<file path="src/rtl/ysyx_25020042_wb_arb.sv">
// Write-back arbiter for the single GPR write port.
// Round-robins EXU/LSU results and keeps the RAW/WAW scoreboard.
module ysyx_25020042_wb_arb #(
    parameter int REG_ADDR_LEN = 5,
    parameter int WIDTH        = 32
) (
    input  logic                    clk,
    input  logic                    rst,
    input  logic                    exu_valid,
    output logic                    exu_ready,
    input  logic [REG_ADDR_LEN-1:0] exu_rd,
    input  logic [WIDTH-1:0]        exu_data,
    input  logic                    lsu_valid,
    output logic                    lsu_ready,
    input  logic [REG_ADDR_LEN-1:0] lsu_rd,
    input  logic [WIDTH-1:0]        lsu_data,
    input  logic                    id_valid,
    input  logic [REG_ADDR_LEN-1:0] id_rs1,
    input  logic [REG_ADDR_LEN-1:0] id_rs2,
    input  logic [REG_ADDR_LEN-1:0] id_rd,
    output logic                    id_stall,
    output logic [REG_ADDR_LEN-1:0] gpr_rd,
    output logic [WIDTH-1:0]        gpr_wdata,
    output logic [31:0]             busy,
    output logic                    wb_err
);

    typedef enum logic {
        GNT_EXU = 1'b0,
        GNT_LSU = 1'b1
    } grant_e;

    grant_e                  last_grant_q, last_grant_d;
    logic [31:0]             busy_q, busy_d;
    logic [REG_ADDR_LEN-1:0] gpr_rd_q, gpr_rd_d;
    logic [WIDTH-1:0]        gpr_wdata_q, gpr_wdata_d;
    logic                    wb_err_q, wb_err_d;

    logic                    acc;
    logic [REG_ADDR_LEN-1:0] sel_rd;
    logic [WIDTH-1:0]        sel_data;
    logic                    issue;

    // On a tie the side not granted most recently wins.
    assign exu_ready = exu_valid & (~lsu_valid | (last_grant_q == GNT_LSU));
    assign lsu_ready = lsu_valid & (~exu_valid | (last_grant_q == GNT_EXU));
    assign acc       = exu_ready | lsu_ready;

    always_comb begin
        sel_rd   = '0;
        sel_data = '0;
        unique case (1'b1)
            exu_ready: begin
                sel_rd   = exu_rd;
                sel_data = exu_data;
            end
            lsu_ready: begin
                sel_rd   = lsu_rd;
                sel_data = lsu_data;
            end
            default: begin
                sel_rd   = '0;
                sel_data = '0;
            end
        endcase
    end

    assign id_stall = id_valid &
                      (busy_q[id_rs1] | busy_q[id_rs2] | busy_q[id_rd]);
    assign issue    = id_valid & ~id_stall & (id_rd != '0);

    always_comb begin
        last_grant_d = last_grant_q;
        if (exu_ready) last_grant_d = GNT_EXU;
        if (lsu_ready) last_grant_d = GNT_LSU;

        gpr_rd_d    = acc ? sel_rd : '0;
        gpr_wdata_d = (acc && sel_rd != '0) ? sel_data : '0;

        // Clear first so a same-edge set on that register wins.
        busy_d = busy_q;
        if (gpr_rd_q != '0) busy_d[gpr_rd_q] = 1'b0;
        if (issue)          busy_d[id_rd]    = 1'b1;
        busy_d[0] = 1'b0;

        wb_err_d = wb_err_q |
                   (acc & (sel_rd != '0) & ~busy_q[sel_rd]);
    end

    always_ff @(posedge clk or negedge rst) begin
        if (!rst) begin
            last_grant_q <= GNT_EXU;
            busy_q       <= '0;
            gpr_rd_q     <= '0;
            gpr_wdata_q  <= '0;
            wb_err_q     <= 1'b0;
        end else begin
            last_grant_q <= last_grant_d;
            busy_q       <= busy_d;
            gpr_rd_q     <= gpr_rd_d;
            gpr_wdata_q  <= gpr_wdata_d;
            wb_err_q     <= wb_err_d;
        end
    end

    assign gpr_rd    = gpr_rd_q;
    assign gpr_wdata = gpr_wdata_q;
    assign busy      = busy_q;
    assign wb_err    = wb_err_q;

endmodule

</file>
<file path="config.mk">
export PLATFORM = sky130hd
export DESIGN_NAME = ysyx_25020042_wb_arb
export DESIGN_NICKNAME = d
export VERILOG_FILES = /design/src/rtl/ysyx_25020042_wb_arb.sv
export SDC_FILE = /design/constraint.sdc
export NUM_CORES = 1
export LEC_CHECK = 0
export CORE_MARGIN = 2
export CORE_UTILIZATION = 30
export CTS_BUF_LIST = sky130_fd_sc_hd__clkbuf_2 sky130_fd_sc_hd__clkbuf_4 sky130_fd_sc_hd__clkbuf_8
export CTS_CLUSTER_DIAMETER = 60
export CTS_CLUSTER_SIZE = 30
export DETAILED_ROUTE_END_ITERATION = 8
export HOLD_SLACK_MARGIN = 0.15
export SYNTH_ARGS = -nofsm -noshare
export SYNTH_HDL_FRONTEND = slang
export SYNTH_SLANG_ARGS = --single-unit
</file>
<file path="constraint.sdc">
create_clock -name clk -period 4.4 [get_ports clk]
set_input_delay 0.88 -clock clk [delete_from_list [all_inputs] [get_ports clk]]
set_output_delay 0.88 -clock clk [all_outputs]
set_load 0.1 [all_outputs]
</file>
* Word level (Yosys, flattened, before mapping)
Cells that the tools add are included.
** Word-level totals
- Bits in registers :: 70
- Bits of input ports :: 94
- Word-level logic and storage cells :: 60
** Cells by class
- Reductions and logical operators :: 7
- Mux-type cells :: 20
- Order comparisons :: 7
- Bitwise logic cells :: 21
** Operator list (count)
- $mux 32 :: 3
- $pmux 32 s2 :: 1
- $and 32x32->32 :: 1
- $not 32->32 :: 1
- $or 32x32->32 :: 1
- $lt 5x6->1 const B :: 5
- $bmux 1 s5 :: 4
- $reduce_bool 5->1 :: 3
- $demux 1 s5 :: 2
- $ge 5x1->1 const B :: 2
- $pmux 5 s2 :: 1
- $mux 1 :: 8
- $and 1x1->1 :: 7
- $or 1x1->1 :: 6
- $mux 5 :: 1
- $not 1->1 :: 5
- $logic_and 1x1->1 :: 3
- $reduce_bool 2->1 :: 1

* Logic depth before layout (Yosys ltp)
- Word-level depth :: 9
- Depth in mapped cells :: 8

* Worst setup path after synthesis
No wires, ideal clock.
- Path kind :: input-to-output
- From :: input id_rs2[0]
- To :: output id_stall
- Setup slack :: 157 ps
- Required time :: 3520 ps
- Stages :: 6
- Arrival time :: 3363 ps
- Path buffers :: 2
- Cell sequence :: clkbuf_1 -> mux4_2 -> mux2_2 -> o2111ai_1 -> buf_2 -> and2_1
** On the way
- Cells in the longest elaborated chain, start to end :: 5
** RTL lines
- start, declared :: RTL line 19 : input logic [REG_ADDR_LEN-1:0] id_rs2,
- $bmux 1 s5 :: RTL line 69 : (busy_q[id_rs1] | busy_q[id_rs2] | busy_q[id_rd]);
- $mux 1 (implied by the code) :: RTL line 69
- $or 1x1->1 (2 in a row) :: RTL line 69
- $and 1x1->1 :: RTL line 68 : assign id_stall = id_valid &
- end, declared :: RTL line 21 : output logic id_stall,
No other way between the ends. The select of a mux whose other input is x is not followed.

* Final worst setup path
- From :: input id_rd[0]
- To :: output id_stall
** On the way
- Cells in the longest elaborated chain, start to end :: 4
** RTL lines
- start, declared :: RTL line 20 : input logic [REG_ADDR_LEN-1:0] id_rd,
- $bmux 1 s5 :: RTL line 69
- $mux 1 (implied by the code) :: RTL line 69
- $or 1x1->1 :: RTL line 69
- $and 1x1->1 :: RTL line 68
No other way between the ends. The select of a mux whose other input is x is not followed.

==> impl_metrics.yaml <==
critical_path:
  critical_path_arrival_ns: 3.32
  critPathKind: "primary input to primary output"
  cp.required_ns: 3.52
  start_kind: "primary input"
  setup.worst_path.end: "id_stall"
  path_cells: "clkdlybuf4s50_1 -> buf_4 -> mux4_2 -> nand2b_1 -> o2111ai_1 -> nor4_1 -> o2111ai_2 -> and2_1 -> buf_12"
  ff2ff_setup_slack_ns: 1.89
  max_stage_delay_ns: 0.51
  timing.rr.start: "busy[8]"
  crit_path_end_kind: "primary output"
  path_max_fanout: 12
  r2r-end: "busy[8]"
  slowest_stage: "mux4_2"
  r2r.worst_path.cells: 6
  setup.worst_path.start: "id_rd[0]"
synthesis:
  synth_top_family_by_area: "compound AO/OA/AOI/OAI gates"
  yosysWarnings: 0
  synth_top_area_share_pct: 44.6
  synth_xor_area_share_pct: 0
  synthMuxAreaShare_pct: 19.7
  synth_fp_nets: 457
  synth-simple-area-share_pct: 11.2
  syn_avg_cell_area_um2: 10.8
  synth_compound_area_share_pct: 20.8
  syn_area_um2: 3920
  yosysSeqAreaShare_pct: 44.6
  synth_cell_types: 37
  synth.most_common_cell: "dfrtp_1"
  synth-edff-count: 0
  ys_ff_latch: 70
  syn_inst: 363
  synthTopCellsByCount: "dfrtp_1 (70), nor2_1 (47), a22oi_1 (35), o31ai_1 (32), o21ai_0 (31)"
  synthAdderAreaFrac_pct: 0
  yosysTopAreaCell: "dfrtp_1"
  netlist_top_cells_area: "dfrtp_1 (45%), mux4_2 (13%), a22oi_1 (6.7%)"
  async_flop_share_pct: 100
  ys.flop_type: "dfrtp_1"
detailed_routing:
  ant_nets: 0
  drt-pass1-iter-count: 5
  vias: 3816
  drt_iter0_drc: 245
  drt_wl_total_mm: 14.2
  routedWlPerCell_um: 20.3
  viasPerCell: 5.46
  drc_errors: 0
final_layout:
  layout.nets: 617
  final_cells: 699
  area.growth.synth_to_final_pct: 52.4
  fillers: 1184
  utilization_pct: 47.2
  multi_input_area_um2: 2050
  antenna_cells: 0
  layout.area.seq_um2: 1750
  layout-drive-gt1-share_pct: 12.3
sta:
  setup_tns_ns: 0
  max_freq_ghz: 0.238
  min_period_over_period_pct: 95.4
  drv_slew: 0
  worst_slew_pin_slew_ns: 1.04
  slew_headroom_pct: 30.6
  setup_viol: 0
  period_needed_ns: 4.20
  hold_viol: 0
  fin_skew_ns: 0.0144
  rsz0062_at_grt: "false"
  holdWs_ns: 0.504
place:
  portBuffers: 165
  placed_cells: 684
  place.detailed.hpwl_mm: 10.7
  place_congestion: 0.902
floorplan:
  die_h_um: 118
  dieArea_um2: 14000
  coreArea_um2: 12700
  chipWidth_um: 118
  start_util_pct: 31.0
  rows: 41
  ioPinCount: 167
clock_network:
  clock_path_buffers: 2
  cts_root_buf: "clkbuf_8"
  clkSinkCount: 70
  cts_tree: "yes"
  path_clk_slew_ns: 0.08
  clk_latency_ns: 0.35
  htreeDepth: 3
  cts_resized: 0
  cts_setup_buffers: 0
  numCtsBuffers: 9
  cts_hold_buf: 0
power_and_ir_drop:
  powerDensity_nw_per_um2: 636
  vdd_drop_max_uv: 258
  power_mw: 3.80
  leakage_nw: 2.33
global_route:
  grt_pass1_vias: 4039
  overflow: 0
  antenna_found_initial: 0
  grtUsageTotal_pct: 20.4
  grt_max_degree: 43
  grt_pass1_wl_mm: 22.2
min_path:
  hp-class: "flip-flop to flip-flop"
  hp-start: "wb_err"
outcome:
  status: "finished clean"
flow_run:
  drv_cap: 0
## worst max-delay path: cells and delay by family
family	cells	cell delay, ns
and+or+nand+nor	3	0.72
AOI/OAI and AO/OA	2	0.32
muxes	1	0.51
buffers and inverters	3	0.88
## cells by family (layout without fill, tap and decap cells)
| logic type | count (synthesis) | after routing |
|---|---|---|
| mux | 48 | 48 |
| compound gates | 118 | 118 |
| simple gates | 92 | 92 |
| flops | 70 | 70 |
| other cells | 1 | 1 |
| buf+inv | 34 | 198 |
## area by class of cell
| type | count | area share (%) |
|---|---|---|
| Multi-Input combinational cell | 259 | 34.2 |
| Sequential cell | 70 | 29.3 |
| Timing Repair Buffer | 175 | 29.1 |
| Tap cell | 172 | 3.60 |
| Clock buffer | 10 | 2.30 |
| Clock inverter | 5 | 0.983 |
| Inverter | 8 | 0.502 |
## placed cells by master (no fill, tap or decap), types with 3 or more instances in the layout
cell type	n
a22oi_1	35
a32oi_1	5
buf_4	11
clkbuf_8	10
clkdlybuf4s50_1	161
dfrtp_1	70
inv_1	6
mux2_2	3
mux2i_1	22
mux4_2	23
nand2_1	11
nand2b_1	8
nand3_1	4
nand3b_1	7
nor2_1	47
o211ai_1	5
o21ai_0	31
o31ai_1	32
or2_2	3
or3_1	3
or3b_2	3
## where the power goes
group	total [mW]	internal, mW	switching (mW)
clock network	0.528	0.275	0.253
registers	1.08	0.795	0.282
logic	2.20	0.635	1.56
## worst min-delay path by stage
stage                   endpoint  slack (ns)  cells past startpoint
CTS                       wb_err        0.50                      1
floorplan           last_grant_q        0.45                      1
finish                    wb_err        0.50                      1
global placement          wb_err        0.47                      1
global route              wb_err        0.52                      1
detailed placement        wb_err        0.49                      1
## state kept, by name (all words and copies together) (netlist names)
| signal | cells |
|---|---|
| gpr_rd | 5 |
| wb_err | 1 |
| last_grant_q | 1 |
| gpr_wdata | 32 |
| busy | 31 |
## per-layer routing
metal  up-vias  part of all wire, %  track usage [%]
met5         -                    0                0
met4         0                  2.4             8.28
met3        32                   11             7.00
met2       222                   48             33.9
met1      1849                   39             24.1
li1       1713                    -                -
## metrics by stage
stage,worst slack (ns),area [um2]
2_1_floorplan,0.157,3920
3_3_place_gp,0.234,5780
3_5_place_dp,0.201,5780
4_1_cts,0.190,5980
5_1_grt,0.0689,5980
6_report,0.204,5980
Note: power is estimated with default switching activity, not from simulation.
